==> src/rtl/oversample_bit_counter_if.sv <==
// Oversampling bit-counter bus: the receiver FSM (master) requests
// counting and supplies the frame configuration; the counter (slave)
// returns edge/bit positions and the majority-vote sample points.
interface oversample_bit_counter_if #(
  parameter int PRESCALE_W = 7,
  parameter int BIT_CNT_W  = 4
);
  logic                  clear;
  logic                  enable;
  logic [PRESCALE_W-1:0] prescale;
  logic [BIT_CNT_W-1:0]  frame_bits;
  logic [PRESCALE_W-1:0] edge_count;
  logic                  edge_count_done;
  logic                  sample_strobe;
  logic [1:0]            sample_idx;
  logic [BIT_CNT_W-1:0]  bit_count;
  logic                  frame_done;
  logic                  cfg_error;

  modport master (
    output clear, enable, prescale, frame_bits,
    input  edge_count, edge_count_done, sample_strobe, sample_idx,
           bit_count, frame_done, cfg_error
  );

  modport slave (
    input  clear, enable, prescale, frame_bits,
    output edge_count, edge_count_done, sample_strobe, sample_idx,
           bit_count, frame_done, cfg_error
  );
endinterface

==> src/rtl/oversample_bit_counter.sv <==
// Oversampling bit counter for a UART-style receiver. Counts clk edges
// within each bit period (prescale clocks per bit) and bits within a
// frame, and flags the three centre samples used for majority voting.
// Configuration is latched at the start of a frame so the receiver may
// change it freely while a frame is in flight.
module oversample_bit_counter #(
  parameter int PRESCALE_W = 7,
  parameter int BIT_CNT_W  = 4
) (
  input  logic                    clk,
  input  logic                    reset,
  oversample_bit_counter_if.slave bus
);

  localparam logic [0:0] S_IDLE  = 1'b0;
  localparam logic [0:0] S_COUNT = 1'b1;

  logic [0:0]            r_state;
  logic [PRESCALE_W-1:0] r_edge_count;
  logic [BIT_CNT_W-1:0]  r_bit_count;
  logic [PRESCALE_W-1:0] r_prescale_q;
  logic [BIT_CNT_W-1:0]  r_frame_bits_q;

  logic                  w_cfg_legal;
  logic                  w_counting;
  logic [PRESCALE_W-1:0] w_half;
  logic [PRESCALE_W-1:0] w_sample0;
  logic                  w_edge_done;
  logic                  w_frame_done;
  logic                  w_strobe;
  logic [1:0]            w_idx;

  // An odd or too-small ratio has no centred 3-sample window; a zero
  // bit count has no frame at all.
  assign w_cfg_legal = (bus.prescale >= PRESCALE_W'(4)) &&
                       !bus.prescale[0] &&
                       (bus.frame_bits != '0);

  assign w_counting   = (r_state == S_COUNT);
  assign w_half       = r_prescale_q >> 1;
  assign w_sample0    = w_half - PRESCALE_W'(2);
  assign w_edge_done  = w_counting && (r_edge_count == r_prescale_q - PRESCALE_W'(1));
  assign w_frame_done = w_edge_done && (r_bit_count == r_frame_bits_q - BIT_CNT_W'(1));

  // Decode the three sample points h-2, h-1, h around the bit centre.
  always_comb begin
    // NOTE: every output of a combinational block gets a default first,
    // so no path through the if-chain can leave it unassigned (latch).
    w_strobe = 1'b0;
    w_idx    = 2'd0;
    if (w_counting) begin
      if (r_edge_count == w_sample0) begin
        w_strobe = 1'b1;
        w_idx    = 2'd0;
      end else if (r_edge_count == w_sample0 + PRESCALE_W'(1)) begin
        w_strobe = 1'b1;
        w_idx    = 2'd1;
      end else if (r_edge_count == w_half) begin
        w_strobe = 1'b1;
        w_idx    = 2'd2;
      end
    end
  end

  // State, counters and latched configuration.
  always_ff @(posedge clk or negedge reset) begin
    // NOTE: all state here uses non-blocking assignments so every register
    // samples pre-edge values, independent of statement order.
    if (!reset) begin
      r_state        <= S_IDLE;
      r_edge_count   <= '0;
      r_bit_count    <= '0;
      r_prescale_q   <= '0;
      r_frame_bits_q <= '0;
    end else if (bus.clear) begin
      r_state      <= S_IDLE;
      r_edge_count <= '0;
      r_bit_count  <= '0;
    end else begin
      case (r_state)
        S_IDLE: begin
          r_edge_count <= '0;
          r_bit_count  <= '0;
          if (bus.enable && w_cfg_legal) begin
            r_state        <= S_COUNT;
            r_prescale_q   <= bus.prescale;
            r_frame_bits_q <= bus.frame_bits;
          end
        end
        S_COUNT: begin
          if (!bus.enable || w_frame_done) begin
            r_state      <= S_IDLE;
            r_edge_count <= '0;
            r_bit_count  <= '0;
          end else if (w_edge_done) begin
            r_edge_count <= '0;
            r_bit_count  <= r_bit_count + BIT_CNT_W'(1);
          end else begin
            r_edge_count <= r_edge_count + PRESCALE_W'(1);
          end
        end
        default: begin
          r_state      <= S_IDLE;
          r_edge_count <= '0;
          r_bit_count  <= '0;
        end
      endcase
    end
  end

  assign bus.edge_count      = r_edge_count;
  assign bus.bit_count       = r_bit_count;
  assign bus.edge_count_done = w_edge_done;
  assign bus.frame_done      = w_frame_done;
  assign bus.sample_strobe   = w_strobe;
  assign bus.sample_idx      = w_idx;
  // Only output with an input path: reports the config the receiver is
  // offering while the counter is waiting to start.
  assign bus.cfg_error       = !w_counting && !w_cfg_legal;

endmodule

==> src/flat_wrapper.sv <==
// flat-port wrapper written by rule: the top's interface ports become plain ports
module oversample_bit_counter_flat 
#(
  parameter int PRESCALE_W = 7,
  parameter int BIT_CNT_W  = 4
)
  (clk, reset, bus_clear, bus_enable, bus_prescale, bus_frame_bits, bus_edge_count, bus_edge_count_done, bus_sample_strobe, bus_sample_idx, bus_bit_count, bus_frame_done, bus_cfg_error);
  oversample_bit_counter_if #(.PRESCALE_W(PRESCALE_W), .BIT_CNT_W(BIT_CNT_W)) bus_i ();
  input  logic clk;
  input  logic reset;
  input wire logic [$bits(bus_i.clear)-1:0] bus_clear;
  input wire logic [$bits(bus_i.enable)-1:0] bus_enable;
  input wire logic [$bits(bus_i.prescale)-1:0] bus_prescale;
  input wire logic [$bits(bus_i.frame_bits)-1:0] bus_frame_bits;
  output wire logic [$bits(bus_i.edge_count)-1:0] bus_edge_count;
  output wire logic [$bits(bus_i.edge_count_done)-1:0] bus_edge_count_done;
  output wire logic [$bits(bus_i.sample_strobe)-1:0] bus_sample_strobe;
  output wire logic [$bits(bus_i.sample_idx)-1:0] bus_sample_idx;
  output wire logic [$bits(bus_i.bit_count)-1:0] bus_bit_count;
  output wire logic [$bits(bus_i.frame_done)-1:0] bus_frame_done;
  output wire logic [$bits(bus_i.cfg_error)-1:0] bus_cfg_error;
  assign bus_i.clear = bus_clear;
  assign bus_i.enable = bus_enable;
  assign bus_i.prescale = bus_prescale;
  assign bus_i.frame_bits = bus_frame_bits;
  assign bus_edge_count = bus_i.edge_count;
  assign bus_edge_count_done = bus_i.edge_count_done;
  assign bus_sample_strobe = bus_i.sample_strobe;
  assign bus_sample_idx = bus_i.sample_idx;
  assign bus_bit_count = bus_i.bit_count;
  assign bus_frame_done = bus_i.frame_done;
  assign bus_cfg_error = bus_i.cfg_error;
  oversample_bit_counter #(.PRESCALE_W(PRESCALE_W), .BIT_CNT_W(BIT_CNT_W)) u_core (.clk(clk), .reset(reset), .bus(bus_i));
endmodule
==> config.mk <==
export PLATFORM = sky130hd
export DESIGN_NAME = oversample_bit_counter_flat
export DESIGN_NICKNAME = d
export VERILOG_FILES = /design/src/rtl/oversample_bit_counter_if.sv /design/src/rtl/oversample_bit_counter.sv /design/src/flat_wrapper.sv
export SDC_FILE = /design/constraint.sdc
export NUM_CORES = 1
export LEC_CHECK = 0
export ABC_AREA = 1
export CELL_PAD_IN_SITES_DETAIL_PLACEMENT = 0
export CELL_PAD_IN_SITES_GLOBAL_PLACEMENT = 1
export CORE_UTILIZATION = 34
export DETAILED_ROUTE_END_ITERATION = 16
export PLACE_DENSITY_LB_ADDON = 0.1
export SYNTH_ARGS = -nofsm -noshare
export SYNTH_HDL_FRONTEND = slang
export SYNTH_SLANG_ARGS = --single-unit
==> constraint.sdc <==
create_clock -name clk -period 1.94 [get_ports clk]
set_clock_uncertainty 0.2 [all_clocks]
set_input_delay 0.194 -clock clk [delete_from_list [all_inputs] [get_ports clk]]
set_output_delay 0.194 -clock clk [all_outputs]
set_load 0.01 [all_outputs]
==> metrics.txt <==
Yosys cell types=27; critical path launch point type=flop; Finished Cell Area=0.00314 sq mm; DRT Wirelength=6020 microns; Max-Cap Viols=0; first drt pass iteration count=4; Initial Util=35.3%; placed instance area=0.00277 sq mm; clock buffer depth=2; Skew-Pair Late Insertion Delay=260 ps; Worst Max-Slew Pin Slew=308 ps; Power Total=2080 uW; via count of the first global-routing pass=2167; clk sinks=23; Synth Instances=309; largest net degree at the start of global routing=24; most frequent cells in the layout=98 x nand2_1, 54 x buf_4, 31 x inv_1, 27 x nor2_1, 25 x clkdlybuf4s50_1; Root Driver=clkbuf_8; core area=0.00551 sq mm; Setup CP Type=flop to primary output; worst-path cell chain=inv_2 > buf_6 > nand2_4 > nor2_4 > nand3_2 > nand2_2 > nand2_2 > nand2_1 > inv_1 > nor2_2 > nand3_2 > a21oi_2 > buf_2; worst-path fanout max=6; final setup TNS=-2970 ps; CTS hold repair buffers=0; Die H=77.6 microns; final setup fails=16; #FFs+latches synth=23; Mapped Nets=333; synth top area cells=dfrtp_1 30%, nand2_1 22%, inv_1 7.7%; worst hold path class=input port to asynchronous set/reset pin; GP Congestion=0.845; Reg clk slew, reported paths=80 ps; most common cell after layout, fill and taps aside=nand2_1; Final #Nets=428; Synth top area share=29.6%; Buf+Inv Stages, Crit Path=4; vias per cell=4.52; Util after Layout=57.0%; Seq/Total Area, Yosys=29.6%; first-pass GRT wire length=10200 microns; fin. max-slew vios=0; slew margin rel.=79.5%; warnings from Yosys=0; DR DRC count=0; Top Family by Delay on Critical Path=simple AND/OR/NAND/NOR gates; fraction of layout cells with a size suffix above 1=35.5%; via count=2147; fin worst setup slack=-440 ps; antenna violations before repair=0; die width=77.6 microns; Inserted Clock Buffers=3; failing checks=negative setup slack; TritonCTS clock tree=done; Antenna Cells=0; IO Port Bufs=31; HPWL Detailed=4780 microns; Final Cycle Share=123%; I/O Pins=32; GRT Overall Usage=21.7%; Initial DRC Count=49; Die Area=0.00602 sq mm; RSZ-0062 raised after global routing=true; cell taking the most area after synthesis=dfrtp_1; Area growth syn-to-layout=61.6%; critical path's slowest cell=dfrtp_2; post-route ant nets=0; dpl ws=-604 ps; H-Tree Depth=1; Worst IR Drop VDD=0.000318 V; hold violation count in the final report=0; Mapped Avg Cell Area=6.29 sq um; FP Rows=27; fmax=420 MHz; endpoint class of the critical path=primary output; fin crit period=2380 ps; Synth Cell Area=0.00194 sq mm; total power per unit cell area=661 mW/mm^2; status=finished with violations; WP data arrival=1990 ps; global route overflow=0; Max stage delay on crit path=480 ps; routed len/inst=12.7 microns; required time worst endpoint=1550 ps; Leakage=0.00156 uW
[sequential cells by signal (all words and copies together), names as in the netlist]
signal / flops
u_core.r_frame_bits_q: 4
u_core.bus.bit_count: 4
u_core.bus.edge_count: 7
u_core.r_prescale_q: 7
u_core.r_state: 1
[repair_timing]
| action | CTS | global route |
|---|---|---|
| buffers inserted | 7 | 3 |
| resized for setup | 63 | 36 |
| endpoints found under the setup margin | 18 | 17 |
| gates cloned | 0 | 0 |
| pin swaps | 20 | 27 |
[power by group]
part / total (uW) / switching (uW) / internal [uW]
Sequential: 575 / 51.0 / 524
Clock: 303 / 157 / 147
Combinational: 1200 / 649 / 549
[logic make-up after synthesis]
kind of cell             Yosys count  share of synthesized area, %
flip-flops                        23                          29.6
buffers and inverters             47                          9.66
AND/OR/NAND/NOR                  204                          45.5
adder cells (fa/ha/maj)            9                          5.80
XOR/XNOR                          13                          5.86
AO/OA/AOI/OAI                     13                          3.61
[cell type report]
class,count,area [sq um]
inverter,42,160
multi-input combinational,239,1460
timing repair buffer,95,811
fill,540,2370
sequential,23,578
clock buffer,4,45.0
tap,72,90.1
[worst reg2reg max path, delay by kind of cell (launching register included)]
kind                       cells  cell delay (ps)
AOI/OAI and AO/OA              2              210
adders and majority gates      1              170
buffers and inverters          4              480
DFF                            1              410
and+or+nand+nor                6              560
[final timing paths]
| check | startpoint | to | slack [ps] | cells past startpoint |
|---|---|---|---|---|
| max in group asynchronous | reset | u_core.r_prescale_q[4]$_DFFE_PN0P_ | 1210 | 2 |
| hold / removal | reset | u_core.bus.edge_count[1]$_DFF_PN0_ | 80 | 2 |
| min in group clk | u_core.r_frame_bits_q[2]$_DFFE_PN0P_ | u_core.r_frame_bits_q[2]$_DFFE_PN0P_ | 320 | 2 |
| setup reg to reg | u_core.r_prescale_q[2]$_DFFE_PN0P_ | u_core.bus.edge_count[2]$_DFF_PN0_ | -160 | 13 |
| setup / recovery | u_core.r_prescale_q[4]$_DFFE_PN0P_ | bus_sample_strobe | -440 | 13 |
| hold reg to reg | u_core.r_frame_bits_q[2]$_DFFE_PN0P_ | u_core.r_frame_bits_q[2]$_DFFE_PN0P_ | 320 | 2 |
[synth_stat cells, drive strengths merged]
library cell / instances
a21oi: 5
clkbuf: 2
inv: 42
ha: 9
nor2: 43
nand2: 117
dfrtp: 23
nand3: 31
a211oi: 1
nor4: 3
nand3b: 3
o211ai: 1
xnor2: 6
xor2: 7
o21ai: 6
nand4: 4
nor3: 2
buf: 3
and2: 1
[per-stage QoR]
step,std cells,hold WS (ps)
6_report,475,77.7
3_5_place_dp,462,306
5_1_grt,475,101
3_3_place_gp,462,303
4_1_cts,473,81.7
2_1_floorplan,309,-302
[layer usage]
layer | part of all wire (%) | global-route usage, % | vias to the layer above
li1 | - | - | 1145
met1 | 49 | 29.1 | 955
met2 | 46 | 36.0 | 34
met3 | 2.0 | 1.88 | 13
met4 | 2.6 | 8.30 | 0
met5 | 0 | 0 | -
(Power assumes the default switching activity.)
